$ cat src/rtl/ps2_pkg.sv
// Shared PS/2 definitions: host-transmitter state encoding, default timing
// constants for a 50 MHz system clock, common keyboard command bytes and
// the frame parity helper.
package ps2_pkg;

  typedef enum logic [2:0] {
    ST_IDLE,
    ST_INHIBIT,
    ST_REQ,
    ST_DATA,
    ST_ACK,
    ST_WAIT_IDLE
  } ps2_tx_state_e;

  // Timing at 50 MHz: 120 us inhibit, 15 ms to first device clock, 2 ms transfer.
  localparam int unsigned PS2_INHIBIT_CYCLES = 6000;
  localparam int unsigned PS2_START_TIMEOUT  = 750000;
  localparam int unsigned PS2_XFER_TIMEOUT   = 100000;

  // Host-to-keyboard command bytes.
  localparam logic [7:0] PS2_CMD_SET_LEDS = 8'hED;
  localparam logic [7:0] PS2_CMD_RESET    = 8'hFF;
  localparam logic [7:0] PS2_CMD_ENABLE   = 8'hF4;

  // Bit counter value after the ACK falling edge; the counter never exceeds it.
  localparam logic [3:0] PS2_BIT_LAST = 4'd11;

  // PS/2 frames carry odd parity over the eight data bits.
  function automatic logic odd_parity(input logic [7:0] d);
    return ~^d;
  endfunction

endpackage

$ cat src/rtl/ps2_line_sync.sv
// Two-flop synchronizers for the raw PS/2 clock and data pins plus a
// falling-edge detector on the synchronized clock.
//   clk, reset            : system clock, asynchronous active-high reset
//   ps2_clk_in/ps2_dat_in : raw pins
//   clk_s/dat_s           : synchronized pin levels
//   clk_fall              : one cycle high after a 1->0 on clk_s
module ps2_line_sync (
  input  logic clk,
  input  logic reset,
  input  logic ps2_clk_in,
  input  logic ps2_dat_in,
  output logic clk_s,
  output logic dat_s,
  output logic clk_fall
);

  logic clk_meta;
  logic dat_meta;
  logic clk_prev;

  // Idle bus level is high, so reset to 1 to avoid a spurious edge.
  always_ff @(posedge clk or posedge reset) begin
    if (reset) begin
      clk_meta <= 1'b1;
      dat_meta <= 1'b1;
      clk_s    <= 1'b1;
      dat_s    <= 1'b1;
      clk_prev <= 1'b1;
    end else begin
      clk_meta <= ps2_clk_in;
      dat_meta <= ps2_dat_in;
      clk_s    <= clk_meta;
      dat_s    <= dat_meta;
      clk_prev <= clk_s;
    end
  end

  assign clk_fall = clk_prev & ~clk_s;

endmodule

$ cat src/rtl/ps2_host_tx.sv
// Host-to-device PS/2 transmitter. Accepts one byte over valid/ready, then
// inhibits the clock, requests to send, shifts out start/data/parity/stop on
// the device's falling clock edges and checks the device ACK.
//   clk, reset               : system clock, asynchronous active-high reset
//   send_valid/send_data     : byte offered; latched when send_ready is high
//   send_ready               : high only when idle
//   busy                     : high whenever a transfer is in progress
//   done / error             : one-cycle pulse on ACK / on timeout or NACK
//   ps2_clk_in/ps2_dat_in    : raw pins
//   ps2_clk_oe/ps2_dat_oe    : 1 pulls the corresponding pin low
module ps2_host_tx
  import ps2_pkg::*;
#(
  parameter int unsigned INHIBIT_CYCLES = PS2_INHIBIT_CYCLES,
  parameter int unsigned START_TIMEOUT  = PS2_START_TIMEOUT,
  parameter int unsigned XFER_TIMEOUT   = PS2_XFER_TIMEOUT
) (
  input  logic       clk,
  input  logic       reset,
  input  logic       send_valid,
  input  logic [7:0] send_data,
  output logic       send_ready,
  output logic       busy,
  output logic       done,
  output logic       error,
  input  logic       ps2_clk_in,
  input  logic       ps2_dat_in,
  output logic       ps2_clk_oe,
  output logic       ps2_dat_oe
);

  localparam int unsigned MAX_A   = (INHIBIT_CYCLES > START_TIMEOUT) ? INHIBIT_CYCLES : START_TIMEOUT;
  localparam int unsigned CNT_MAX = (MAX_A > XFER_TIMEOUT) ? MAX_A : XFER_TIMEOUT;
  localparam int unsigned CNT_W   = $clog2(CNT_MAX + 1);

  localparam logic [CNT_W-1:0] INH_LAST   = CNT_W'(INHIBIT_CYCLES - 1);
  localparam logic [CNT_W-1:0] INH_PRE    = CNT_W'(INHIBIT_CYCLES - 2);
  localparam logic [CNT_W-1:0] START_LAST = CNT_W'(START_TIMEOUT - 1);
  localparam logic [CNT_W-1:0] XFER_LAST  = CNT_W'(XFER_TIMEOUT - 1);

  logic clk_s;
  logic dat_s;
  logic clk_fall;

  ps2_line_sync u_sync (
    .clk        (clk),
    .reset      (reset),
    .ps2_clk_in (ps2_clk_in),
    .ps2_dat_in (ps2_dat_in),
    .clk_s      (clk_s),
    .dat_s      (dat_s),
    .clk_fall   (clk_fall)
  );

  ps2_tx_state_e    state_q, state_n;
  logic [8:0]       shift_q, shift_n;   // {parity, data}, bit 0 is next on the wire
  logic [3:0]       bitcnt_q, bitcnt_n;
  logic [CNT_W-1:0] cnt_q, cnt_n;       // inhibit length, then timeout count
  logic             clk_oe_q, clk_oe_n;
  logic             dat_oe_q, dat_oe_n;
  logic             done_q, done_n;
  logic             error_q, error_n;
  logic [3:0]       bitcnt_inc;

  always_ff @(posedge clk or posedge reset) begin
    if (reset) begin
      state_q  <= ST_IDLE;
      shift_q  <= '0;
      bitcnt_q <= '0;
      cnt_q    <= '0;
      clk_oe_q <= 1'b0;
      dat_oe_q <= 1'b0;
      done_q   <= 1'b0;
      error_q  <= 1'b0;
    end else begin
      state_q  <= state_n;
      shift_q  <= shift_n;
      bitcnt_q <= bitcnt_n;
      cnt_q    <= cnt_n;
      clk_oe_q <= clk_oe_n;
      dat_oe_q <= dat_oe_n;
      done_q   <= done_n;
      error_q  <= error_n;
    end
  end

  assign bitcnt_inc = (bitcnt_q == PS2_BIT_LAST) ? bitcnt_q : bitcnt_q + 4'd1;

  always_comb begin
    state_n  = state_q;
    shift_n  = shift_q;
    bitcnt_n = bitcnt_q;
    cnt_n    = cnt_q;
    clk_oe_n = clk_oe_q;
    dat_oe_n = dat_oe_q;
    done_n   = 1'b0;
    error_n  = 1'b0;

    case (state_q)
      ST_IDLE: begin
        if (send_valid) begin
          shift_n  = {odd_parity(send_data), send_data};
          bitcnt_n = '0;
          cnt_n    = '0;
          clk_oe_n = 1'b1;
          dat_oe_n = (INHIBIT_CYCLES <= 1);
          state_n  = ST_INHIBIT;
        end
      end

      ST_INHIBIT: begin
        if (cnt_q == INH_LAST) begin
          clk_oe_n = 1'b0;
          dat_oe_n = 1'b1;
          cnt_n    = '0;
          state_n  = ST_REQ;
        end else begin
          cnt_n = cnt_q + 1'b1;
          // Start bit goes on the line during the last inhibit cycle.
          if (cnt_q == INH_PRE) dat_oe_n = 1'b1;
        end
      end

      ST_REQ: begin
        cnt_n = cnt_q + 1'b1;
        if (clk_fall) begin
          dat_oe_n = ~shift_q[0];
          shift_n  = {1'b0, shift_q[8:1]};
          bitcnt_n = 4'd1;
          cnt_n    = '0;
          state_n  = ST_DATA;
        end
      end

      ST_DATA: begin
        cnt_n = cnt_q + 1'b1;
        if (clk_fall) begin
          shift_n  = {1'b0, shift_q[8:1]};
          bitcnt_n = bitcnt_inc;
          if (bitcnt_q == 4'd9) begin
            dat_oe_n = 1'b0;            // stop bit: release the line
            state_n  = ST_ACK;
          end else begin
            dat_oe_n = ~shift_q[0];
          end
        end
      end

      ST_ACK: begin
        cnt_n = cnt_q + 1'b1;
        if (clk_fall) begin
          bitcnt_n = bitcnt_inc;
          if (dat_s) begin
            error_n = 1'b1;
            state_n = ST_IDLE;
          end else begin
            state_n = ST_WAIT_IDLE;
          end
        end
      end

      ST_WAIT_IDLE: begin
        cnt_n = cnt_q + 1'b1;
        if (clk_s && dat_s) begin
          done_n  = 1'b1;
          state_n = ST_IDLE;
        end
      end

      default: state_n = ST_IDLE;
    endcase

    // Timeouts override the per-state decision, including a same-cycle done.
    if (((state_q == ST_REQ) && !clk_fall && (cnt_q == START_LAST)) ||
        (((state_q == ST_DATA) || (state_q == ST_ACK) || (state_q == ST_WAIT_IDLE)) &&
         (cnt_q == XFER_LAST))) begin
      clk_oe_n = 1'b0;
      dat_oe_n = 1'b0;
      done_n   = 1'b0;
      error_n  = 1'b1;
      state_n  = ST_IDLE;
    end
  end

  assign send_ready = (state_q == ST_IDLE);
  assign busy       = (state_q != ST_IDLE);
  assign done       = done_q;
  assign error      = error_q;
  assign ps2_clk_oe = clk_oe_q;
  assign ps2_dat_oe = dat_oe_q;

endmodule

$ cat config.mk
export PLATFORM = sky130hd
export DESIGN_NAME = ps2_host_tx
export DESIGN_NICKNAME = d
export VERILOG_FILES = /design/src/rtl/ps2_pkg.sv /design/src/rtl/ps2_line_sync.sv /design/src/rtl/ps2_host_tx.sv
export SDC_FILE = /design/constraint.sdc
export NUM_CORES = 1
export LEC_CHECK = 0
export BUFFER_PORTS_ARGS = -buffer_cell sky130_fd_sc_hd__buf_2
export CORE_MARGIN = 2
export CORE_UTILIZATION = 50
export CTS_BUF_LIST = sky130_fd_sc_hd__clkbuf_16
export CTS_CLUSTER_SIZE = 25
export DETAILED_ROUTE_END_ITERATION = 8
export HOLD_SLACK_MARGIN = 0.08
export PLACE_DENSITY = 0.71
export SLEW_MARGIN = 40
export SYNTH_ARGS = -nofsm -noshare
export SYNTH_HDL_FRONTEND = slang
export SYNTH_SLANG_ARGS = --single-unit
$ cat constraint.sdc
create_clock -name clk -period 5.6 [get_ports clk]
set_input_delay 0.84 -clock clk [delete_from_list [all_inputs] [get_ports clk]]
set_output_delay 0.84 -clock clk [all_outputs]
set_load 0.1 [all_outputs]
==> results of run 1 <==
## layer usage
layer	global-route usage, %	vias to the layer above	wire (um)
li1	-	1029	-
met1	28.0	961	2630
met2	28.4	43	2340
met3	4.38	6	227
met4	5.64	0	62
met5	0	-	0
## logic make-up (layout without fill, tap and decap cells)
| family | count (synthesis) | in the layout | synth area share (%) |
|---|---|---|---|
| muxes | 1 | 1 | 0.385 |
| xor gates and xnor gates | 21 | 21 | 7.07 |
| and+or+nand+nor | 136 | 136 | 28.9 |
| DFF | 45 | 45 | 43.5 |
| adders and majority gates | 4 | 4 | 1.92 |
| AOI/OAI and AO/OA | 51 | 51 | 13.8 |
| buffers and inverters | 24 | 37 | 4.38 |
## worst max-delay path, delay by kind of cell, from the launching register on
family | cells | cell delay [ps]
buffers and inverters | 2 | 500
DFF | 1 | 590
and+or+nand+nor | 1 | 450
## cell type report
cell class / count / share of cell area (%)
well taps: 70 / 3.06
clock inverters: 3 / 0.744
repair buffers: 19 / 3.41
clock buffers: 5 / 4.38
multi-input cells: 213 / 47.4
flip-flops and latches: 45 / 39.6
inverters: 10 / 1.40
## power by group through the flow
stage                     clock network, mW  registers [mW]  logic, mW
after CTS                             0.299           0.453      0.204
after global routing                  0.312           0.465      0.228
after global placement                    0           0.456      0.198
after detailed placement                  0           0.457      0.204
after floorplan                           0           0.474      0.140
final                                 0.290           0.455      0.203
## metrics by stage
stage	util [%]	hold WS, ps	cell area (sq um)
global route	56.3	361	2860
detailed placement	53.3	347	2710
floorplan	-	345	2600
finish	56.3	355	2860
global placement	53.3	346	2700
CTS	56.2	357	2850
## final timing paths
path	to	slack, ps	depth (start not counted)
min reg2reg	u_sync.clk_s	360	0
min in group asynchronous	cnt_q[13]	590	2
max reg2reg	cnt_q[5]	3210	4
max	send_ready	2940	3
max in group asynchronous	cnt_q[7]	4630	2
min	u_sync.clk_s	360	0
## registers in the layout, indices dropped and copies added (netlist names)
name	count
u_sync.clk_s	1
u_sync.clk_prev	1
bitcnt_q	4
ps2_clk_oe	1
error	1
state_q	3
u_sync.clk_meta	1
shift_q	9
u_sync.dat_s	1
done	1
cnt_q	20
ps2_dat_oe	1
u_sync.dat_meta	1
## synth_stat cells (2+ instances only)
master,instances
sky130_fd_sc_hd__nor2b_1,3
sky130_fd_sc_hd__dfrtp_1,40
sky130_fd_sc_hd__nor4_4,3
sky130_fd_sc_hd__nor2_1,37
sky130_fd_sc_hd__nor3_1,9
sky130_fd_sc_hd__o21ai_0,7
sky130_fd_sc_hd__nor2_2,3
sky130_fd_sc_hd__nand2b_1,3
sky130_fd_sc_hd__inv_1,10
sky130_fd_sc_hd__ha_1,4
sky130_fd_sc_hd__nand2_1,30
sky130_fd_sc_hd__xor2_1,4
sky130_fd_sc_hd__o32ai_1,3
sky130_fd_sc_hd__a211oi_1,2
sky130_fd_sc_hd__a21oi_1,9
sky130_fd_sc_hd__buf_6,2
sky130_fd_sc_hd__a31oi_1,12
sky130_fd_sc_hd__buf_2,3
sky130_fd_sc_hd__nor3b_1,4
sky130_fd_sc_hd__o31ai_1,3
sky130_fd_sc_hd__and3_1,4
sky130_fd_sc_hd__o21bai_1,2
sky130_fd_sc_hd__clkbuf_1,7
sky130_fd_sc_hd__o211ai_1,4
sky130_fd_sc_hd__xnor2_1,17
sky130_fd_sc_hd__dfstp_2,5
sky130_fd_sc_hd__nor4_1,6
sky130_fd_sc_hd__nand3b_1,4
sky130_fd_sc_hd__nand3_1,8
sky130_fd_sc_hd__or2_2,2
sky130_fd_sc_hd__nand4b_1,2
sky130_fd_sc_hd__or3_1,5
sky130_fd_sc_hd__nand4_1,6
==> flow_summary.html, run 1 <==
<table>
<tr><th>Metric</th><th>Value</th></tr>
<tr><th colspan="2">STA</th></tr>
<tr><td>Max-slew headroom at the worst pin</td><td>44.9%</td></tr>
<tr><td>Fin worst setup slack</td><td>2940 ps</td></tr>
<tr><td>Slew Viols, Final</td><td>0</td></tr>
<tr><td>Number of endpoints failing setup at the final stage</td><td>0</td></tr>
<tr><td>RSZ-0062 raised after global routing</td><td>no</td></tr>
<tr><td>Post-Route Setup TNS</td><td>0 ps</td></tr>
<tr><td>Final setup skew</td><td>7.02 ps</td></tr>
<tr><td>Ratio of final minimum period to clock period</td><td>47.5%</td></tr>
<tr><td>Max Fclk</td><td>376 MHz</td></tr>
<tr><td>Hold Vio Cnt, Final</td><td>0</td></tr>
<tr><td>Worst Max-Slew Pin Slew</td><td>825 ps</td></tr>
<tr><td>Shortest clock period the worst path allows after layout</td><td>2660 ps</td></tr>
<tr><th colspan="2">Setup path</th></tr>
<tr><td>Cells along the critical path</td><td>or3_1 &gt; inv_1 &gt; buf_2</td></tr>
<tr><td>Peak per-stage delay on the critical path</td><td>590 ps</td></tr>
<tr><td>Worst setup SP type</td><td>flip-flop</td></tr>
<tr><td>WP data required</td><td>4760 ps</td></tr>
<tr><td>Data arrival, critical path</td><td>1820 ps</td></tr>
<tr><td>Critical path type</td><td>reg2out</td></tr>
<tr><td>Cell type of the slowest stage on the worst timing path</td><td>sky130_fd_sc_hd__dfrtp_1</td></tr>
<tr><td>Largest driver fanout on the critical path</td><td>17</td></tr>
<tr><td>Worst setup EP type</td><td>output port</td></tr>
<tr><td>Crit Reg-Reg Startpoint</td><td>state_q[2]</td></tr>
<tr><td>Startpoint of the worst setup timing path</td><td>state_q[1]</td></tr>
<tr><th colspan="2">Final layout</th></tr>
<tr><td>Area growth, synth to finish</td><td>9.91%</td></tr>
<tr><td>Non-filler cells in the finished layout</td><td>365</td></tr>
<tr><td>Fill cell instance count of the final layout</td><td>460</td></tr>
<tr><td>Layout cells sized above 1</td><td>15.9%</td></tr>
<tr><td>Commonest non-fill, non-tap cells in the layout</td><td>sky130_fd_sc_hd__dfrtp_1 (40), sky130_fd_sc_hd__nor2_1 (37), sky130_fd_sc_hd__nand2_1 (30)</td></tr>
<tr><td>Net count of the finished layout</td><td>311</td></tr>
<tr><td>Combined flip-flop and latch cell area</td><td>0.00113 sq mm</td></tr>
<tr><td>Total area of multi-input combinational cells</td><td>0.00136 sq mm</td></tr>
<tr><td>Most frequent standard cell in the layout excluding fill and tap cells</td><td>sky130_fd_sc_hd__dfrtp_1</td></tr>
<tr><td>Number of antenna diodes</td><td>0</td></tr>
<tr><th colspan="2">Power and ir drop</th></tr>
<tr><td>Leakage power figure</td><td>1.17 nW</td></tr>
<tr><td>Register share of total power</td><td>48.0%</td></tr>
<tr><td>Maximum vdd ir drop</td><td>0.221 mV</td></tr>
<tr><td>Power density cells</td><td>331 mW/mm^2</td></tr>
<tr><td>Clock power frac</td><td>30.6%</td></tr>
<tr><td>Switching share of power</td><td>33.6%</td></tr>
<tr><td>Cell-internal power</td><td>0.629 mW</td></tr>
<tr><td>Share of power burned in combinational logic</td><td>21.4%</td></tr>
<tr><td>Switching component of the power</td><td>0.318 mW</td></tr>
<tr><td>Overall Power</td><td>0.947 mW</td></tr>
<tr><th colspan="2">CTS</th></tr>
<tr><td>Post-CTS Setup Repair Bufs</td><td>0</td></tr>
<tr><td>Root cell of the clock tree</td><td>sky130_fd_sc_hd__clkbuf_16</td></tr>
<tr><td>Maximum level of the CTS H-tree</td><td>2</td></tr>
<tr><td>Clock transition at path regs</td><td>60 ps</td></tr>
<tr><td>TritonCTS clock tree</td><td>built</td></tr>
<tr><td>Sinks on Clock Net</td><td>45</td></tr>
<tr><td>Hold-fix buffer count after cts</td><td>0</td></tr>
<tr><td>CTS-repair resized insts</td><td>0</td></tr>
<tr><td>Deepest clock path buffer count</td><td>2</td></tr>
<tr><td>Number of clock buffers inserted by TritonCTS</td><td>5</td></tr>
<tr><td>Clock insertion delay at the later pin of the skew report</td><td>290 ps</td></tr>
<tr><th colspan="2">GRT</th></tr>
<tr><td>Largest net degree at the start of global routing</td><td>46</td></tr>
<tr><td>Aggregate global-route resource usage</td><td>19.1%</td></tr>
<tr><td>Global-route congestion overflow total</td><td>0</td></tr>
<tr><td>Number of global-route vias before repair</td><td>1880</td></tr>
<tr><td>Global-route wire length before repair</td><td>8.97 mm</td></tr>
<tr><td>Initial antenna violation count</td><td>0</td></tr>
<tr><th colspan="2">Synthesis</th></tr>
<tr><td>Top-area cell type share of the netlist area</td><td>38.5%</td></tr>
<tr><td>Number of distinct library cell variants in the gate-level netlist after synthesis</td><td>52</td></tr>
<tr><td>Largest cells by area after synthesis</td><td>sky130_fd_sc_hd__dfrtp_1 (38%), sky130_fd_sc_hd__xnor2_1 (5.7%), sky130_fd_sc_hd__nor2_1 (5.3%)</td></tr>
<tr><td>Syn_nets</td><td>299</td></tr>
<tr><td>Seq/Total Area, Yosys</td><td>43.5%</td></tr>
<tr><td>Register bit count reported by yosys</td><td>45</td></tr>
<tr><td>Summed instance area of the synthesized netlist</td><td>0.00260 sq mm</td></tr>
<tr><td>Synthesized netlist cell count</td><td>282</td></tr>
<tr><td>EDFF count, synth</td><td>0</td></tr>
<tr><td>Proportion of synthesized flip-flops having asynchronous set or reset</td><td>100%</td></tr>
<tr><td>Dominant register cell in the synthesized netlist</td><td>sky130_fd_sc_hd__dfrtp_1</td></tr>
<tr><td>Total number of yosys warnings</td><td>0</td></tr>
<tr><td>Mean cell area of the mapped netlist</td><td>9.22 sq um</td></tr>
<tr><td>Yosys top cell by area</td><td>sky130_fd_sc_hd__dfrtp_1</td></tr>
<tr><th colspan="2">Floorplanning</th></tr>
<tr><td>Die Outline Area</td><td>0.00580 sq mm</td></tr>
<tr><td># rows</td><td>26</td></tr>
<tr><td>Starting density of the core</td><td>51.3%</td></tr>
<tr><td>Die boundary width</td><td>76.1 um</td></tr>
<tr><td>Top-level port count</td><td>19</td></tr>
<tr><td>Die span in y</td><td>76.1 um</td></tr>
<tr><td>Core Region</td><td>0.00507 sq mm</td></tr>
<tr><th colspan="2">Detailed routing</th></tr>
<tr><td>Drt wl/cell</td><td>14.4 um</td></tr>
<tr><td>Vias</td><td>2039</td></tr>
<tr><td>Vias per cell</td><td>5.59</td></tr>
<tr><td>Drt drc</td><td>0</td></tr>
<tr><td>Count of nets left with antenna violations after detail routing</td><td>0</td></tr>
<tr><td>Detailed Routing Iterations Pass 1</td><td>4</td></tr>
<tr><td>Total Routed Length</td><td>5.26 mm</td></tr>
<tr><td>Starting DRT DRC Count</td><td>187</td></tr>
<tr><th colspan="2">Min path</th></tr>
<tr><td>Path category of the worst min-delay check</td><td>reg2reg</td></tr>
<tr><td>Source of the worst hold timing path</td><td>u_sync.clk_meta</td></tr>
<tr><th colspan="2">Placement</th></tr>
<tr><td>Number of buffer cells added on primary ports</td><td>18</td></tr>
<tr><td>GPL Wtd Cong</td><td>0.849</td></tr>
<tr><td>Post-DP HPWL</td><td>3.69 mm</td></tr>
<tr><td>Pre-CTS setup slack</td><td>3090 ps</td></tr>
<tr><td>Cells after DPL</td><td>356</td></tr>
<tr><th colspan="2">Status</th></tr>
<tr><td>Run status</td><td>finished, final reports clean</td></tr>
<tr><th colspan="2">Run</th></tr>
<tr><td>Max cap viols</td><td>0</td></tr>
</table>
(Power assumes the default switching activity.)
==> run 2: changes to the inputs <==
--- a/config.mk
+++ b/config.mk
@@ -12,7 +12,7 @@
 export CTS_CLUSTER_SIZE = 25
 export DETAILED_ROUTE_END_ITERATION = 8
 export HOLD_SLACK_MARGIN = 0.08
-export PLACE_DENSITY = 0.71
+export PLACE_DENSITY = 0.74
 export SLEW_MARGIN = 40
 export SYNTH_ARGS = -nofsm -noshare
 export SYNTH_HDL_FRONTEND = slang
==> constraint.sdc (replaced) <==
create_clock -name clk -period 2.2 [get_ports clk]
set_input_delay 0.33 -clock clk [delete_from_list [all_inputs] [get_ports clk]]
set_output_delay 0.33 -clock clk [all_outputs]
set_load 0.1 [all_outputs]
==> flow_summary.html, run 2 (synthesized netlist as in run 1, its figures left out) <==
<table>
<tr><th>Metric</th><th>Value</th></tr>
<tr><th colspan="2">Status</th></tr>
<tr><td>Run status</td><td>finished, final reports clean (unchanged)</td></tr>
<tr><th colspan="2">Power and ir drop</th></tr>
<tr><td>Maximum vdd ir drop</td><td>0.444 mV (was 0.221 mV)</td></tr>
<tr><td>Clock power frac</td><td>30.6% (about the same)</td></tr>
<tr><td>Switching component of the power</td><td>0.819 mW (was 0.318 mW)</td></tr>
<tr><td>Register share of total power</td><td>47.3% (was 48.0%)</td></tr>
<tr><td>Power density cells</td><td>818 mW/mm^2 (was 331 mW/mm^2)</td></tr>
<tr><td>Cell-internal power</td><td>1.61 mW (was 0.629 mW)</td></tr>
<tr><td>Leakage power figure</td><td>1.23 nW (was 1.17 nW)</td></tr>
<tr><td>Switching share of power</td><td>33.7% (was 33.6%)</td></tr>
<tr><td>Share of power burned in combinational logic</td><td>22.0% (was 21.4%)</td></tr>
<tr><th colspan="2">Setup path</th></tr>
<tr><td>Crit Reg-Reg Startpoint</td><td>cnt_q[1] (was state_q[2])</td></tr>
<tr><td>Worst reg-to-reg setup slack</td><td>180 ps (was 3210 ps)</td></tr>
<tr><td>Depth of the worst register-to-register path</td><td>6 (was 4)</td></tr>
<tr><td>Data arrival, critical path</td><td>1810 ps (was 1820 ps)</td></tr>
<tr><td>WP data required</td><td>1870 ps (was 4760 ps)</td></tr>
<tr><td>Worst setup EP type</td><td>output port (unchanged)</td></tr>
<tr><td>End of the worst register-to-register path</td><td>cnt_q[14] (was cnt_q[5])</td></tr>
<tr><td>Startpoint of the worst setup timing path</td><td>state_q[2] (was state_q[1])</td></tr>
<tr><td>Largest driver fanout on the critical path</td><td>11 (was 17)</td></tr>
<tr><td>Critical path type</td><td>reg2out (unchanged)</td></tr>
<tr><td>Worst setup SP type</td><td>flip-flop (unchanged)</td></tr>
<tr><td>Endpoint of the worst setup timing path</td><td>send_ready (unchanged)</td></tr>
<tr><th colspan="2">GRT</th></tr>
<tr><td>Aggregate global-route resource usage</td><td>20.0% (was 19.1%)</td></tr>
<tr><td>Number of global-route vias before repair</td><td>2038 (was 1880)</td></tr>
<tr><td>Largest net degree at the start of global routing</td><td>23 (was 46)</td></tr>
<tr><td>Initial antenna violation count</td><td>0 (unchanged)</td></tr>
<tr><td>Global-route wire length before repair</td><td>9.40 mm (was 8.97 mm)</td></tr>
<tr><td>Global-route congestion overflow total</td><td>0 (unchanged)</td></tr>
<tr><th colspan="2">Floorplanning</th></tr>
<tr><td>Die Outline Area</td><td>0.00580 sq mm (unchanged)</td></tr>
<tr><td>Top-level port count</td><td>19 (unchanged)</td></tr>
<tr><td>Core Region</td><td>0.00507 sq mm (unchanged)</td></tr>
<tr><td>Starting density of the core</td><td>51.3% (unchanged)</td></tr>
<tr><td>Die boundary width</td><td>76.1 um (unchanged)</td></tr>
<tr><td>Die span in y</td><td>76.1 um (unchanged)</td></tr>
<tr><td># rows</td><td>26 (unchanged)</td></tr>
<tr><th colspan="2">Detailed routing</th></tr>
<tr><td>Drt drc</td><td>0 (unchanged)</td></tr>
<tr><td>Total Routed Length</td><td>5.41 mm (was 5.26 mm)</td></tr>
<tr><td>Drt wl/cell</td><td>14.3 um (was 14.4 um)</td></tr>
<tr><td>Vias per cell</td><td>5.57 (was 5.59)</td></tr>
<tr><td>Starting DRT DRC Count</td><td>167 (was 187)</td></tr>
<tr><td>Detailed Routing Iterations Pass 1</td><td>4 (unchanged)</td></tr>
<tr><td>Vias</td><td>2111 (was 2039)</td></tr>
<tr><td>Count of nets left with antenna violations after detail routing</td><td>0 (unchanged)</td></tr>
<tr><th colspan="2">Final layout</th></tr>
<tr><td>Final design utilization</td><td>58.6% (was 56.3%)</td></tr>
<tr><td>Most frequent standard cell in the layout excluding fill and tap cells</td><td>sky130_fd_sc_hd__dfrtp_1 (unchanged)</td></tr>
<tr><td>Non-filler cells in the finished layout</td><td>379 (was 365)</td></tr>
<tr><td>Layout cells sized above 1</td><td>20.7% (was 15.9%)</td></tr>
<tr><td>Register with the highest flop count</td><td>cnt_q (unchanged)</td></tr>
<tr><td>Number of antenna diodes</td><td>0 (unchanged)</td></tr>
<tr><td>Net count of the finished layout</td><td>325 (was 311)</td></tr>
<tr><td>Largest registers ranked by flip-flop count</td><td>cnt_q (20), shift_q (9), bitcnt_q (4) (unchanged)</td></tr>
<tr><td>Commonest non-fill, non-tap cells in the layout</td><td>sky130_fd_sc_hd__dfrtp_1 (40), sky130_fd_sc_hd__nor2_1 (37), sky130_fd_sc_hd__nand2_1 (30) (unchanged)</td></tr>
<tr><td>Area growth, synth to finish</td><td>14.3% (was 9.91%)</td></tr>
<tr><td>Max reg flops</td><td>20 (unchanged)</td></tr>
<tr><th colspan="2">STA</th></tr>
<tr><td>Max Fclk</td><td>468 MHz</td></tr>
<tr><td>Number of endpoints failing setup at the final stage</td><td>0 (unchanged)</td></tr>
<tr><td>Final setup skew</td><td>4.94 ps (was 7.02 ps)</td></tr>
<tr><td>Slew Viols, Final</td><td>0 (unchanged)</td></tr>
<tr><td>Max-slew headroom at the worst pin</td><td>62.0% (was 44.9%)</td></tr>
<tr><td>Hold Vio Cnt, Final</td><td>0 (unchanged)</td></tr>
<tr><td>Post-Route Setup TNS</td><td>0 ps (unchanged)</td></tr>
<tr><td>Shortest clock period the worst path allows after layout</td><td>2140 ps</td></tr>
<tr><td>Ratio of final minimum period to clock period</td><td>97.1%</td></tr>
<tr><td>Worst Max-Slew Pin Slew</td><td>569 ps (was 825 ps)</td></tr>
<tr><td>RSZ-0062 raised after global routing</td><td>no (unchanged)</td></tr>
<tr><th colspan="2">CTS</th></tr>
<tr><td>CTS-repair resized insts</td><td>0 (unchanged)</td></tr>
<tr><td>Number of clock buffers inserted by TritonCTS</td><td>5 (unchanged)</td></tr>
<tr><td>Hold-fix buffer count after cts</td><td>0 (unchanged)</td></tr>
<tr><td>Root cell of the clock tree</td><td>sky130_fd_sc_hd__clkbuf_16 (unchanged)</td></tr>
<tr><td>Clock transition at path regs</td><td>60 ps (about the same)</td></tr>
<tr><td>Maximum level of the CTS H-tree</td><td>2 (unchanged)</td></tr>
<tr><td>Post-CTS Setup Repair Bufs</td><td>0 (unchanged)</td></tr>
<tr><td>Deepest clock path buffer count</td><td>2 (unchanged)</td></tr>
<tr><td>Clock insertion delay at the later pin of the skew report</td><td>290 ps (about the same)</td></tr>
<tr><td>Sinks on Clock Net</td><td>45 (unchanged)</td></tr>
<tr><td>TritonCTS clock tree</td><td>built (unchanged)</td></tr>
<tr><th colspan="2">Placement</th></tr>
<tr><td>Number of buffer cells added on primary ports</td><td>18 (unchanged)</td></tr>
<tr><td>GPL Wtd Cong</td><td>0.899 (was 0.849)</td></tr>
<tr><td>Cells after DPL</td><td>371 (was 356)</td></tr>
<tr><td>Post-DP HPWL</td><td>3.93 mm (was 3.69 mm)</td></tr>
<tr><th colspan="2">Run</th></tr>
<tr><td>Max cap viols</td><td>0 (unchanged)</td></tr>
<tr><th colspan="2">Min path</th></tr>
<tr><td>Path category of the worst min-delay check</td><td>in2async (was reg2reg)</td></tr>
</table>
## run 2: cell type report
type	instances	area (sq um)
inverters	10	41.3
fillers	480	2100
clock inverters	3	21.3
well taps	70	87.6
multi-input cells	213	1360
repair buffers	33	203
flip-flops and latches	45	1130
clock buffers	5	125
## run 2: through the flow
stage               cell area, sq um  hold slack [ps]  worst slack [ps]  total power, mW
floorplan                       2610              334              75.6             1.57
global placement                2820              347               127             1.67
detailed placement              2820              347              49.3             1.70
CTS                             2970              107              35.7             2.44
global route                    2970             87.4              11.4             2.57
finish                          2970             48.3              64.7             2.43
## run 2: how the worst min path moves through the flow
| stage | from | endpoint | slack, ps | cells past startpoint |
|---|---|---|---|---|
| 3_3_place_gp | u_sync.clk_meta | u_sync.clk_s | 350 | 0 |
| 5_1_grt | reset | cnt_q[13] | 90 | 2 |
| 3_5_place_dp | u_sync.dat_meta | u_sync.dat_s | 350 | 0 |
| 2_1_floorplan | ps2_clk_in | u_sync.clk_meta | 330 | 0 |
| 4_1_cts | reset | cnt_q[13] | 110 | 2 |
| 6_report | reset | cnt_q[14] | 50 | 2 |
## run 2: power groups by stage
stage | logic (mW) | clock network (mW) | registers [mW]
after floorplan | 0.359 | 0 | 1.21
after global placement | 0.521 | 0 | 1.15
after detailed placement | 0.537 | 0 | 1.16
after CTS | 0.539 | 0.754 | 1.15
after global routing | 0.599 | 0.787 | 1.18
final | 0.536 | 0.745 | 1.15
## run 2: critical path: stages, from the launching register on
cell and delay, ps:
sky130_fd_sc_hd__dfrtp_1 420, sky130_fd_sc_hd__buf_4 200, sky130_fd_sc_hd__or3_4 410, sky130_fd_sc_hd__clkinvlp_4 80
sky130_fd_sc_hd__buf_2 410
## run 2: routing by layer
metal | vias to the layer above | global-route usage, % | share of wire [%]
li1 | 1061 | - | -
met4 | 0 | 6.55 | 1.3
met3 | 7 | 3.67 | 3.3
met5 | - | 0 | 0
met2 | 34 | 32.0 | 47
met1 | 1009 | 27.7 | 49
==> run 3: changes to the inputs <==
--- a/config.mk
+++ b/config.mk
@@ -12,6 +12,7 @@
 export CTS_CLUSTER_SIZE = 25
 export DETAILED_ROUTE_END_ITERATION = 8
 export HOLD_SLACK_MARGIN = 0.08
+export MAX_ROUTING_LAYER = met4
 export PLACE_DENSITY = 0.74
 export SLEW_MARGIN = 40
 export SYNTH_ARGS = -nofsm -noshare
==> flow_summary.html, run 3 (synthesized netlist as in run 1, its figures left out) <==
<table>
<tr><th>Metric</th><th>Value</th></tr>
<tr><th colspan="2">Detailed routing</th></tr>
<tr><td>Vias</td><td>2143 (was 2111)</td></tr>
<tr><td>Total Routed Length</td><td>5.42 mm (was 5.41 mm)</td></tr>
<tr><td>Drt wl/cell</td><td>14.3 um (about the same)</td></tr>
<tr><td>Drt drc</td><td>0 (unchanged)</td></tr>
<tr><td>Detailed Routing Iterations Pass 1</td><td>5 (was 4)</td></tr>
<tr><td>Vias per cell</td><td>5.65 (was 5.57)</td></tr>
<tr><td>Starting DRT DRC Count</td><td>172 (was 167)</td></tr>
<tr><td>Count of nets left with antenna violations after detail routing</td><td>0 (unchanged)</td></tr>
<tr><th colspan="2">Floorplanning</th></tr>
<tr><td>Die boundary width</td><td>76.1 um (unchanged)</td></tr>
<tr><td>Die Outline Area</td><td>0.00580 sq mm (unchanged)</td></tr>
<tr><td>Die span in y</td><td>76.1 um (unchanged)</td></tr>
<tr><td>Starting density of the core</td><td>51.3% (unchanged)</td></tr>
<tr><td>Top-level port count</td><td>19 (unchanged)</td></tr>
<tr><td># rows</td><td>26 (unchanged)</td></tr>
<tr><td>Core Region</td><td>0.00507 sq mm (unchanged)</td></tr>
<tr><th colspan="2">Final layout</th></tr>
<tr><td>Area growth, synth to finish</td><td>14.3% (unchanged)</td></tr>
<tr><td>Register with the highest flop count</td><td>cnt_q (unchanged)</td></tr>
<tr><td>Largest registers ranked by flip-flop count</td><td>cnt_q (20), shift_q (9), bitcnt_q (4) (unchanged)</td></tr>
<tr><td>Most frequent standard cell in the layout excluding fill and tap cells</td><td>sky130_fd_sc_hd__dfrtp_1 (unchanged)</td></tr>
<tr><td>Non-filler cells in the finished layout</td><td>379 (unchanged)</td></tr>
<tr><td>Number of antenna diodes</td><td>0 (unchanged)</td></tr>
<tr><td>Fill cell instance count of the final layout</td><td>480 (unchanged)</td></tr>
<tr><td>Layout cells sized above 1</td><td>20.7% (unchanged)</td></tr>
<tr><td>Commonest non-fill, non-tap cells in the layout</td><td>sky130_fd_sc_hd__dfrtp_1 (40), sky130_fd_sc_hd__nor2_1 (37), sky130_fd_sc_hd__nand2_1 (30) (unchanged)</td></tr>
<tr><td>Net count of the finished layout</td><td>325 (unchanged)</td></tr>
<tr><td>Final design utilization</td><td>58.6% (unchanged)</td></tr>
<tr><td>Max reg flops</td><td>20 (unchanged)</td></tr>
<tr><th colspan="2">CTS</th></tr>
<tr><td>Number of clock buffers inserted by TritonCTS</td><td>5 (unchanged)</td></tr>
<tr><td>Sinks on Clock Net</td><td>45 (unchanged)</td></tr>
<tr><td>Clock transition at path regs</td><td>70 ps (was 60 ps)</td></tr>
<tr><td>Maximum level of the CTS H-tree</td><td>2 (unchanged)</td></tr>
<tr><td>Hold-fix buffer count after cts</td><td>0 (unchanged)</td></tr>
<tr><td>TritonCTS clock tree</td><td>built (unchanged)</td></tr>
<tr><td>CTS-repair resized insts</td><td>0 (unchanged)</td></tr>
<tr><td>Clock insertion delay at the later pin of the skew report</td><td>290 ps (about the same)</td></tr>
<tr><td>Deepest clock path buffer count</td><td>2 (unchanged)</td></tr>
<tr><td>Post-CTS Setup Repair Bufs</td><td>0 (unchanged)</td></tr>
<tr><td>Root cell of the clock tree</td><td>sky130_fd_sc_hd__clkbuf_16 (unchanged)</td></tr>
<tr><th colspan="2">Placement</th></tr>
<tr><td>Post-DP HPWL</td><td>3.93 mm (unchanged)</td></tr>
<tr><td>Cells after DPL</td><td>371 (unchanged)</td></tr>
<tr><td>GPL Wtd Cong</td><td>0.915 (was 0.899)</td></tr>
<tr><td>Number of buffer cells added on primary ports</td><td>18 (unchanged)</td></tr>
<tr><th colspan="2">Setup path</th></tr>
<tr><td>Data arrival, critical path</td><td>1810 ps (about the same)</td></tr>
<tr><td>Cell type of the slowest stage on the worst timing path</td><td>sky130_fd_sc_hd__dfrtp_1 (unchanged)</td></tr>
<tr><td>End of the worst register-to-register path</td><td>cnt_q[14] (unchanged)</td></tr>
<tr><td>Worst setup EP type</td><td>output port (unchanged)</td></tr>
<tr><td>Peak per-stage delay on the critical path</td><td>420 ps (about the same)</td></tr>
<tr><td>Crit Reg-Reg Startpoint</td><td>cnt_q[1] (unchanged)</td></tr>
<tr><td>Cells along the critical path</td><td>buf_4 &gt; or3_4 &gt; clkinvlp_4 &gt; buf_2 (unchanged)</td></tr>
<tr><td>Worst reg-to-reg setup slack</td><td>170 ps (was 180 ps)</td></tr>
<tr><td>Largest driver fanout on the critical path</td><td>11 (unchanged)</td></tr>
<tr><td>Critical path type</td><td>reg2out (unchanged)</td></tr>
<tr><td>Delay-heaviest family, CP</td><td>buffers and inverters (unchanged)</td></tr>
<tr><td>WP data required</td><td>1870 ps (about the same)</td></tr>
<tr><td>Depth of the worst register-to-register path</td><td>6 (unchanged)</td></tr>
<tr><td>Worst setup SP type</td><td>flip-flop (unchanged)</td></tr>
<tr><td>Cell depth of the worst setup path</td><td>4 (unchanged)</td></tr>
<tr><td>Count of buffer and inverter cells on the critical path</td><td>3 (unchanged)</td></tr>
<tr><th colspan="2">GRT</th></tr>
<tr><td>Largest net degree at the start of global routing</td><td>23 (unchanged)</td></tr>
<tr><td>Number of global-route vias before repair</td><td>2040 (was 2038)</td></tr>
<tr><td>Aggregate global-route resource usage</td><td>20.6% (was 20.0%)</td></tr>
<tr><td>Global-route congestion overflow total</td><td>0 (unchanged)</td></tr>
<tr><td>Global-route wire length before repair</td><td>9.40 mm (about the same)</td></tr>
<tr><td>Initial antenna violation count</td><td>0 (unchanged)</td></tr>
<tr><th colspan="2">STA</th></tr>
<tr><td>Worst Max-Slew Pin Slew</td><td>561 ps (was 569 ps)</td></tr>
<tr><td>Hold Vio Cnt, Final</td><td>0 (unchanged)</td></tr>
<tr><td>Max Fclk</td><td>468 MHz (about the same)</td></tr>
<tr><td>Max-slew headroom at the worst pin</td><td>62.5% (was 62.0%)</td></tr>
<tr><td>RSZ-0062 raised after global routing</td><td>no (unchanged)</td></tr>
<tr><td>Number of endpoints failing setup at the final stage</td><td>0 (unchanged)</td></tr>
<tr><td>Shortest clock period the worst path allows after layout</td><td>2140 ps (about the same)</td></tr>
<tr><td>Final setup skew</td><td>6.09 ps (was 4.94 ps)</td></tr>
<tr><td>Minimum hold slack</td><td>47.5 ps (was 48.3 ps)</td></tr>
<tr><td>Post-Route Setup TNS</td><td>0 ps (unchanged)</td></tr>
<tr><td>Slew Viols, Final</td><td>0 (unchanged)</td></tr>
<tr><td>Ratio of final minimum period to clock period</td><td>97.1% (about the same)</td></tr>
<tr><th colspan="2">Power and ir drop</th></tr>
<tr><td>Overall Power</td><td>2.43 mW (about the same)</td></tr>
<tr><td>Maximum vdd ir drop</td><td>0.444 mV (about the same)</td></tr>
<tr><td>Power density cells</td><td>817 mW/mm^2 (was 818 mW/mm^2)</td></tr>
<tr><td>Leakage power figure</td><td>1.23 nW (unchanged)</td></tr>
<tr><th colspan="2">Run</th></tr>
<tr><td>Max cap viols</td><td>0 (unchanged)</td></tr>
<tr><th colspan="2">Min path</th></tr>
<tr><td>Path category of the worst min-delay check</td><td>in2async (unchanged)</td></tr>
<tr><th colspan="2">Status</th></tr>
<tr><td>Run status</td><td>finished, final reports clean (unchanged)</td></tr>
</table>
## run 3: layout make-up
cell class                 count  area (sq um)  area share (%)
tap                           70          87.6            2.94
clock inverter                 3          21.3           0.715
sequential                    45          1130            38.1
multi-input combinational    213          1360            45.9
timing repair buffer          33           203            6.82
clock buffer                   5           125            4.21
inverter                      10          41.3            1.39
## run 3: report_power, final
part | leakage, nW | switching (mW) | total [mW] | internal [mW]
sequential | 0.562 | 0.157 | 1.15 | 0.993
combinational | 0.601 | 0.338 | 0.536 | 0.197
clock | 0.0702 | 0.323 | 0.745 | 0.423
total | 1.23 | 0.818 | 2.43 | 1.61
## run 3: worst max path at each step
stage | from | end | slack [ps]
2_1_floorplan | state_q[1] | ps2_clk_oe | 80
3_3_place_gp | cnt_q[1] | cnt_q[14] | 130
3_5_place_dp | cnt_q[1] | cnt_q[14] | 50
4_1_cts | cnt_q[1] | cnt_q[14] | 40
5_1_grt | state_q[1] | send_ready | 10
6_report | state_q[2] | send_ready | 60
## run 3: worst register-to-register path: cells and delay by family (launching register included)
| kind | cells | cell delay (ps) |
|---|---|---|
| flip-flops | 1 | 400 |
| XOR/XNOR | 1 | 170 |
| adder cells (fa/ha/maj) | 1 | 240 |
| AND/OR/NAND/NOR | 4 | 1120 |
## run 3: layer usage
metal | global-route usage [%] | up-vias | share of wire [%]
met1 | 27.7 | 1028 | 48
met5 | - | - | 0
met4 | 6.55 | 0 | 1.3
li1 | - | 1064 | -
met3 | 3.67 | 7 | 3.7
met2 | 32.0 | 44 | 47
## run 3: through the flow
step	area, sq um	worst slack, ps
floorplan	2610	75.6
global placement	2820	127
CTS	2970	35.7
detailed placement	2820	49.3
global route	2970	11.4
finish	2970	63.8
